`config.mk`:
```
export PLATFORM = sky130hd
export DESIGN_NAME = ibex_dummy_instr_merge_flat
export DESIGN_NICKNAME = d
export VERILOG_FILES = /design/src/rtl/ibex_dummy_instr_merge_if.sv /design/src/rtl/ibex_dummy_instr_merge.sv /design/src/flat_wrapper.sv
export SDC_FILE = /design/constraint.sdc
export NUM_CORES = 1
export LEC_CHECK = 0
export ABC_AREA = 1
export CAP_MARGIN = 20
export CORE_MARGIN = 1
export CORE_UTILIZATION = 40
export DETAILED_ROUTE_END_ITERATION = 7
export MAX_ROUTING_LAYER = met4
export PLACE_DENSITY = 0.88
export SKIP_LAST_GASP = 1
export SLEW_MARGIN = 20
export SYNTH_ARGS = -nofsm -noshare
export SYNTH_HDL_FRONTEND = slang
export SYNTH_SLANG_ARGS = --single-unit
```
`constraint.sdc`:
```
create_clock -name clk_i -period 2.1 [get_ports clk_i]
set_input_delay 0.525 -clock clk_i [delete_from_list [all_inputs] [get_ports clk_i]]
set_output_delay 0.525 -clock clk_i [all_outputs]
set_load 0.01 [all_outputs]
```
`src/rtl/ibex_dummy_instr_merge_if.sv`:
```
// Fetch-side and ID-side handshake bundle for ibex_dummy_instr_merge.
// slave is the merge stage; master is the surrounding pipeline.
interface ibex_dummy_instr_merge_if;
    logic        fetch_valid_i;
    logic [31:0] fetch_rdata_i;
    logic [31:0] fetch_addr_i;
    logic        fetch_err_i;
    logic        fetch_ready_o;
    logic        id_in_ready_i;
    logic        id_valid_o;
    logic [31:0] id_instr_o;
    logic [31:0] id_pc_o;
    logic        id_err_o;
    logic        id_is_dummy_o;

    modport slave (
        input  fetch_valid_i, fetch_rdata_i, fetch_addr_i, fetch_err_i, id_in_ready_i,
        output fetch_ready_o, id_valid_o, id_instr_o, id_pc_o, id_err_o, id_is_dummy_o
    );

    modport master (
        output fetch_valid_i, fetch_rdata_i, fetch_addr_i, fetch_err_i, id_in_ready_i,
        input  fetch_ready_o, id_valid_o, id_instr_o, id_pc_o, id_err_o, id_is_dummy_o
    );
endinterface

```
`src/rtl/ibex_dummy_instr_merge.sv`:
```
// Merges pending dummy instructions ahead of the real fetch stream into the IF/ID register.
// Define IBEX_DUMMY_INSTR_MERGE_STATS_EN to build the saturating dummy counter.
module ibex_dummy_instr_merge #(
    parameter int unsigned MaxBurst = 4,
    parameter int unsigned CntWidth = 16
) (
    input  logic                    clk_i,
    input  logic                    rst_i,
    ibex_dummy_instr_merge_if.slave bus,
    input  logic                    insert_dummy_instr_i,
    input  logic [31:0]             dummy_instr_data_i,
    input  logic                    flush_i,
    output logic [CntWidth-1:0]     dummy_count_o
);

    localparam logic [3:0] MaxBurstW = 4'(MaxBurst);

    logic        valid_q, valid_d;
    logic [31:0] instr_q, instr_d;
    logic [31:0] pc_q, pc_d;
    logic        err_q, err_d;
    logic        dummy_q, dummy_d;
    logic [3:0]  burst_q, burst_d;
    logic        load, sel_dummy;

    assign load      = ~rst_i & ~flush_i & bus.fetch_valid_i & (~valid_q | bus.id_in_ready_i);
    // Errors bypass dummies so a faulting fetch is never delayed.
    assign sel_dummy = insert_dummy_instr_i & ~bus.fetch_err_i & (burst_q != MaxBurstW);

    assign bus.fetch_ready_o = load & ~sel_dummy;

    always_comb begin
        valid_d = valid_q;
        instr_d = instr_q;
        pc_d    = pc_q;
        err_d   = err_q;
        dummy_d = dummy_q;
        burst_d = burst_q;
        if (flush_i) begin
            valid_d = 1'b0;
            burst_d = 4'd0;
        end else if (load) begin
            valid_d = 1'b1;
            pc_d    = bus.fetch_addr_i;
            if (sel_dummy) begin
                instr_d = dummy_instr_data_i;
                err_d   = 1'b0;
                dummy_d = 1'b1;
                burst_d = burst_q + 4'd1;
            end else begin
                instr_d = bus.fetch_rdata_i;
                err_d   = bus.fetch_err_i;
                dummy_d = 1'b0;
                burst_d = 4'd0;
            end
        end else if (bus.id_in_ready_i) begin
            valid_d = 1'b0;
        end
    end

    always_ff @(posedge clk_i) begin
        if (rst_i) begin
            valid_q <= 1'b0;
            instr_q <= 32'h0;
            pc_q    <= 32'h0;
            err_q   <= 1'b0;
            dummy_q <= 1'b0;
            burst_q <= 4'd0;
        end else begin
            valid_q <= valid_d;
            instr_q <= instr_d;
            pc_q    <= pc_d;
            err_q   <= err_d;
            dummy_q <= dummy_d;
            burst_q <= burst_d;
        end
    end

    assign bus.id_valid_o    = valid_q;
    assign bus.id_instr_o    = instr_q;
    assign bus.id_pc_o       = pc_q;
    assign bus.id_err_o      = err_q;
    assign bus.id_is_dummy_o = dummy_q;

`ifdef IBEX_DUMMY_INSTR_MERGE_STATS_EN
    logic [CntWidth-1:0] count_q, count_d;

    always_comb begin
        count_d = count_q;
        if (load && sel_dummy && (count_q != {CntWidth{1'b1}})) begin
            count_d = count_q + 1'b1;
        end
    end

    always_ff @(posedge clk_i) begin
        if (rst_i) begin
            count_q <= '0;
        end else begin
            count_q <= count_d;
        end
    end

    assign dummy_count_o = count_q;
`else
    assign dummy_count_o = '0;
`endif

endmodule

```
`src/flat_wrapper.sv`:
```
// flat-port wrapper written by rule: the top's interface ports become plain ports
module ibex_dummy_instr_merge_flat 
#(
    parameter int unsigned MaxBurst = 4,
    parameter int unsigned CntWidth = 16
)
  (clk_i, rst_i, insert_dummy_instr_i, dummy_instr_data_i, flush_i, dummy_count_o, bus_fetch_valid_i, bus_fetch_rdata_i, bus_fetch_addr_i, bus_fetch_err_i, bus_id_in_ready_i, bus_fetch_ready_o, bus_id_valid_o, bus_id_instr_o, bus_id_pc_o, bus_id_err_o, bus_id_is_dummy_o);
  ibex_dummy_instr_merge_if bus_i ();
  input  logic clk_i;
  input  logic rst_i;
  input  logic insert_dummy_instr_i;
  input  logic [31:0] dummy_instr_data_i;
  input  logic flush_i;
  output logic [CntWidth-1:0] dummy_count_o;
  input wire logic [$bits(bus_i.fetch_valid_i)-1:0] bus_fetch_valid_i;
  input wire logic [$bits(bus_i.fetch_rdata_i)-1:0] bus_fetch_rdata_i;
  input wire logic [$bits(bus_i.fetch_addr_i)-1:0] bus_fetch_addr_i;
  input wire logic [$bits(bus_i.fetch_err_i)-1:0] bus_fetch_err_i;
  input wire logic [$bits(bus_i.id_in_ready_i)-1:0] bus_id_in_ready_i;
  output wire logic [$bits(bus_i.fetch_ready_o)-1:0] bus_fetch_ready_o;
  output wire logic [$bits(bus_i.id_valid_o)-1:0] bus_id_valid_o;
  output wire logic [$bits(bus_i.id_instr_o)-1:0] bus_id_instr_o;
  output wire logic [$bits(bus_i.id_pc_o)-1:0] bus_id_pc_o;
  output wire logic [$bits(bus_i.id_err_o)-1:0] bus_id_err_o;
  output wire logic [$bits(bus_i.id_is_dummy_o)-1:0] bus_id_is_dummy_o;
  assign bus_i.fetch_valid_i = bus_fetch_valid_i;
  assign bus_i.fetch_rdata_i = bus_fetch_rdata_i;
  assign bus_i.fetch_addr_i = bus_fetch_addr_i;
  assign bus_i.fetch_err_i = bus_fetch_err_i;
  assign bus_i.id_in_ready_i = bus_id_in_ready_i;
  assign bus_fetch_ready_o = bus_i.fetch_ready_o;
  assign bus_id_valid_o = bus_i.id_valid_o;
  assign bus_id_instr_o = bus_i.id_instr_o;
  assign bus_id_pc_o = bus_i.id_pc_o;
  assign bus_id_err_o = bus_i.id_err_o;
  assign bus_id_is_dummy_o = bus_i.id_is_dummy_o;
  ibex_dummy_instr_merge #(.MaxBurst(MaxBurst), .CntWidth(CntWidth)) u_core (.clk_i(clk_i), .rst_i(rst_i), .bus(bus_i), .insert_dummy_instr_i(insert_dummy_instr_i), .dummy_instr_data_i(dummy_instr_data_i), .flush_i(flush_i), .dummy_count_o(dummy_count_o));
endmodule
```
==> metrics.csv <==
metric,value,unit
status,completed,
fin crit period,2010,ps
worst reg-to-reg path cell count,9,
Place WS,-376,ps
Min-Delay Endpoint,u_core.bus.id_instr_o[10],
DR iter-0 viols,116,
Initial Util,42.1,%
Antenna Nets Post-Route,0,
Ports,187,
cell leakage power,1.93,nW
#FFs+latches synth,71,
row cnt,31,
DR WL/cell,12.8,um
DR vias/cell,4.77,
CTS tree,yes,
Core ar.,7410,sq um
Die W,90.3,um
"Area growth, synth to finish",60.8,%
FF/Latch Area,1420,sq um
RSZ-0062 raised after global routing,false,
maximum clock rate,497,MHz
DRT Wirelength,9.08,mm
worst-margin pin slew,706,ps
Mapped Area,3120,sq um
P per Cell Area,586,nW/um^2
HPWL Detailed,6.34,mm
share of cells above drive strength 1,5.40,%
number of remaining DRC errors,0,
# port buffers,170,
Overall Global Routing Usage,23.0,%
hold_sp,u_core.bus.id_instr_o[10],
post-synthesis cell count,448,
DIE HEIGHT,90.3,um
setup violators final,0,
vias in the first global route,3237,
Worst EP arrival,1490,ps
R2R setup slack,320,ps
worst hold slack,465,ps
Die Area,8150,sq um
TritonCTS sink count,71,
Vias,3386,
clk buf depth,2,
relative slew slack,53.0,%
final worst slack,88.9,ps
largest net degree at the start of global routing,70,
Placed Area,4820,sq um
"CTS clk-pin slew, worst paths",70,ps
Yosys cell types,19,
Multi-input gate area,1460,sq um
Worst Path Max Fanout,3,
"Non-Filler Cell Area, Final",5010,sq um
hold crit path type,reg -> reg,
Skew-Pair Late Insertion Delay,340,ps
Filler cells,588,
Critical Path Sink Type,output port,
Slew Limit Fails,0,
largest delay contributor family on the critical path,buffers and inverters,
Critical Path Max Stage Delay,450,ps
nets,711,
startpoint types,input port,
reg-to-reg endpoint,u_core.burst_q[2],
cts bufs inserted,9,
"critical path, cell by cell","clkdlybuf4s50_1, inv_1, nand2_1, nand3_2, a21oi_2, buf_2",
"Slowest-stage cell, CP",clkdlybuf4s50_1,
CTS Hold Buffers Added,0,
VDD IR max,0.507,mV
global-route wire length before repair,14.9,mm
Initial DRT Pass Iterations,4,
Final Hold Fails,0,
clk root buf,clkbuf_8,
CTS H-Tree Depth,3,
worst r2r src,u_core.burst_q[0],
Synth Area per Inst,6.95,sq um
worst hold path depth,2,
clk_skew,7.58,ps
crit share post-route,95.8,%
Worst Path Buf+Inv,3,
gr ovfl total,0,
WP data required,1570,ps
GP Congestion,0.721,
Crit Path Class,in -> out,
Max-Cap Viols,0,
synth warn,0,
antenna fix cells,0,
"Seq/Total Area, Yosys",45.6,%
initial antenna violation count,0,
## state kept, by name, summed over array words and instances, names as in the netlist
signal	cells
u_core.burst_q	4
u_core.bus.id_err_o	1
u_core.bus.id_instr_o	32
u_core.bus.id_valid_o	1
u_core.bus.id_is_dummy_o	1
u_core.bus.id_pc_o	32
## through the flow
step / power [mW] / instances / utilization (%) / TNS (ps)
floorplan: 1.66 / 463 / - / 0
global placement: 1.95 / 694 / 65.1 / -2040
detailed placement: 1.96 / 694 / 65.1 / -3360
CTS: 2.96 / 710 / 67.6 / 0
global route: 3.08 / 710 / 67.6 / 0
finish: 2.94 / 710 / 67.6 / 0
## final cells by class
class | instances | share of cell area [%]
Sequential cell | 71 | 28.4
Tap cell | 99 | 2.47
Inverter | 8 | 0.600
Clock inverter | 4 | 0.600
Timing Repair Buffer | 178 | 35.7
Multi-Input combinational cell | 338 | 29.1
Clock buffer | 12 | 3.10
## synth_stat cells
| master | instances | share of area [%] |
|---|---|---|
| ha_1 | 2 | 0.80 |
| dfxtp_1 | 71 | 46 |
| inv_1 | 8 | 0.96 |
| nor2_4 | 2 | 0.72 |
| o21ai_0 | 1 | 0.16 |
| nand2_1 | 201 | 24 |
| nor3_1 | 1 | 0.16 |
| buf_2 | 8 | 1.3 |
| clkbuf_1 | 12 | 1.4 |
| nand3_2 | 2 | 0.64 |
| buf_4 | 16 | 3.9 |
| a21oi_1 | 71 | 11 |
| nand3_1 | 34 | 5.5 |
| nor2_1 | 5 | 0.60 |
| conb_1 | 1 | 0.12 |
| nor2_2 | 2 | 0.40 |
| nand2_2 | 1 | 0.20 |
| buf_1 | 7 | 0.84 |
| buf_6 | 3 | 1.1 |
## cell families after synthesis
| family | synth area share, % |
|---|---|
| other cells | 0.120 |
| buf+inv | 9.48 |
| compound gates | 11.6 |
| flops | 45.6 |
| simple gates | 32.4 |
| fa+ha+maj | 0.803 |
## report_power, final
part           leakage (nW)  internal, mW  switching (mW)
Combinational          1.27         0.303           0.217
Clock                0.0809         0.494           0.514
Sequential            0.576          1.39          0.0212
Total                  1.93          2.19           0.752
## worst register-to-register path: cells and delay by family (launching register included)
family	cells	cell delay, ps
buffers and inverters	3	570
adders and majority gates	1	210
DFF	1	370
and+or+nand+nor	4	380
AOI/OAI and AO/OA	1	200
## cells in the final DEF (no fill, tap or decap)
cell type        count
a21oi_1             70
buf_12               3
clkinvlp_4           4
nand3_1             34
o21ai_0              1
clkbuf_8            11
clkbuf_1             1
a21oi_2              1
ha_1                 2
conb_1              16
nor2_2               2
inv_1                8
clkdlybuf4s50_1    168
nand2_1            201
nor2_4               2
buf_4                5
nand3_2              2
nand2_2              1
nor2_1               5
buf_2                2
nor3_1               1
dfxtp_1             71
## per-layer routing
layer	part of all wire (%)	GRT usage, %	vias to the layer above	wire length [um]
li1	-	-	1705	-
met1	41	25.9	1531	3720
met2	49	38.6	126	4450
met3	7.2	6.23	24	654
met4	2.9	9.68	0	264
met5	0	-	-	0
## how the worst max path moves through the flow
stage	from	to	slack, ps	cells after the start
3_3_place_gp	flush_i	bus_fetch_ready_o	-360	5
6_report	bus_id_in_ready_i	bus_fetch_ready_o	90	6
4_1_cts	flush_i	bus_fetch_ready_o	30	5
2_1_floorplan	flush_i	bus_fetch_ready_o	350	4
3_5_place_dp	flush_i	bus_fetch_ready_o	-380	5
5_1_grt	bus_id_in_ready_i	bus_fetch_ready_o	2	6
## repair_timing
action,4_1_cts,5_1_grt
setup buffers,0,0
setup endpoints to repair,1,1
pin swaps,0,1
resized for setup,4,1
Note: power is estimated with default switching activity, not from simulation.
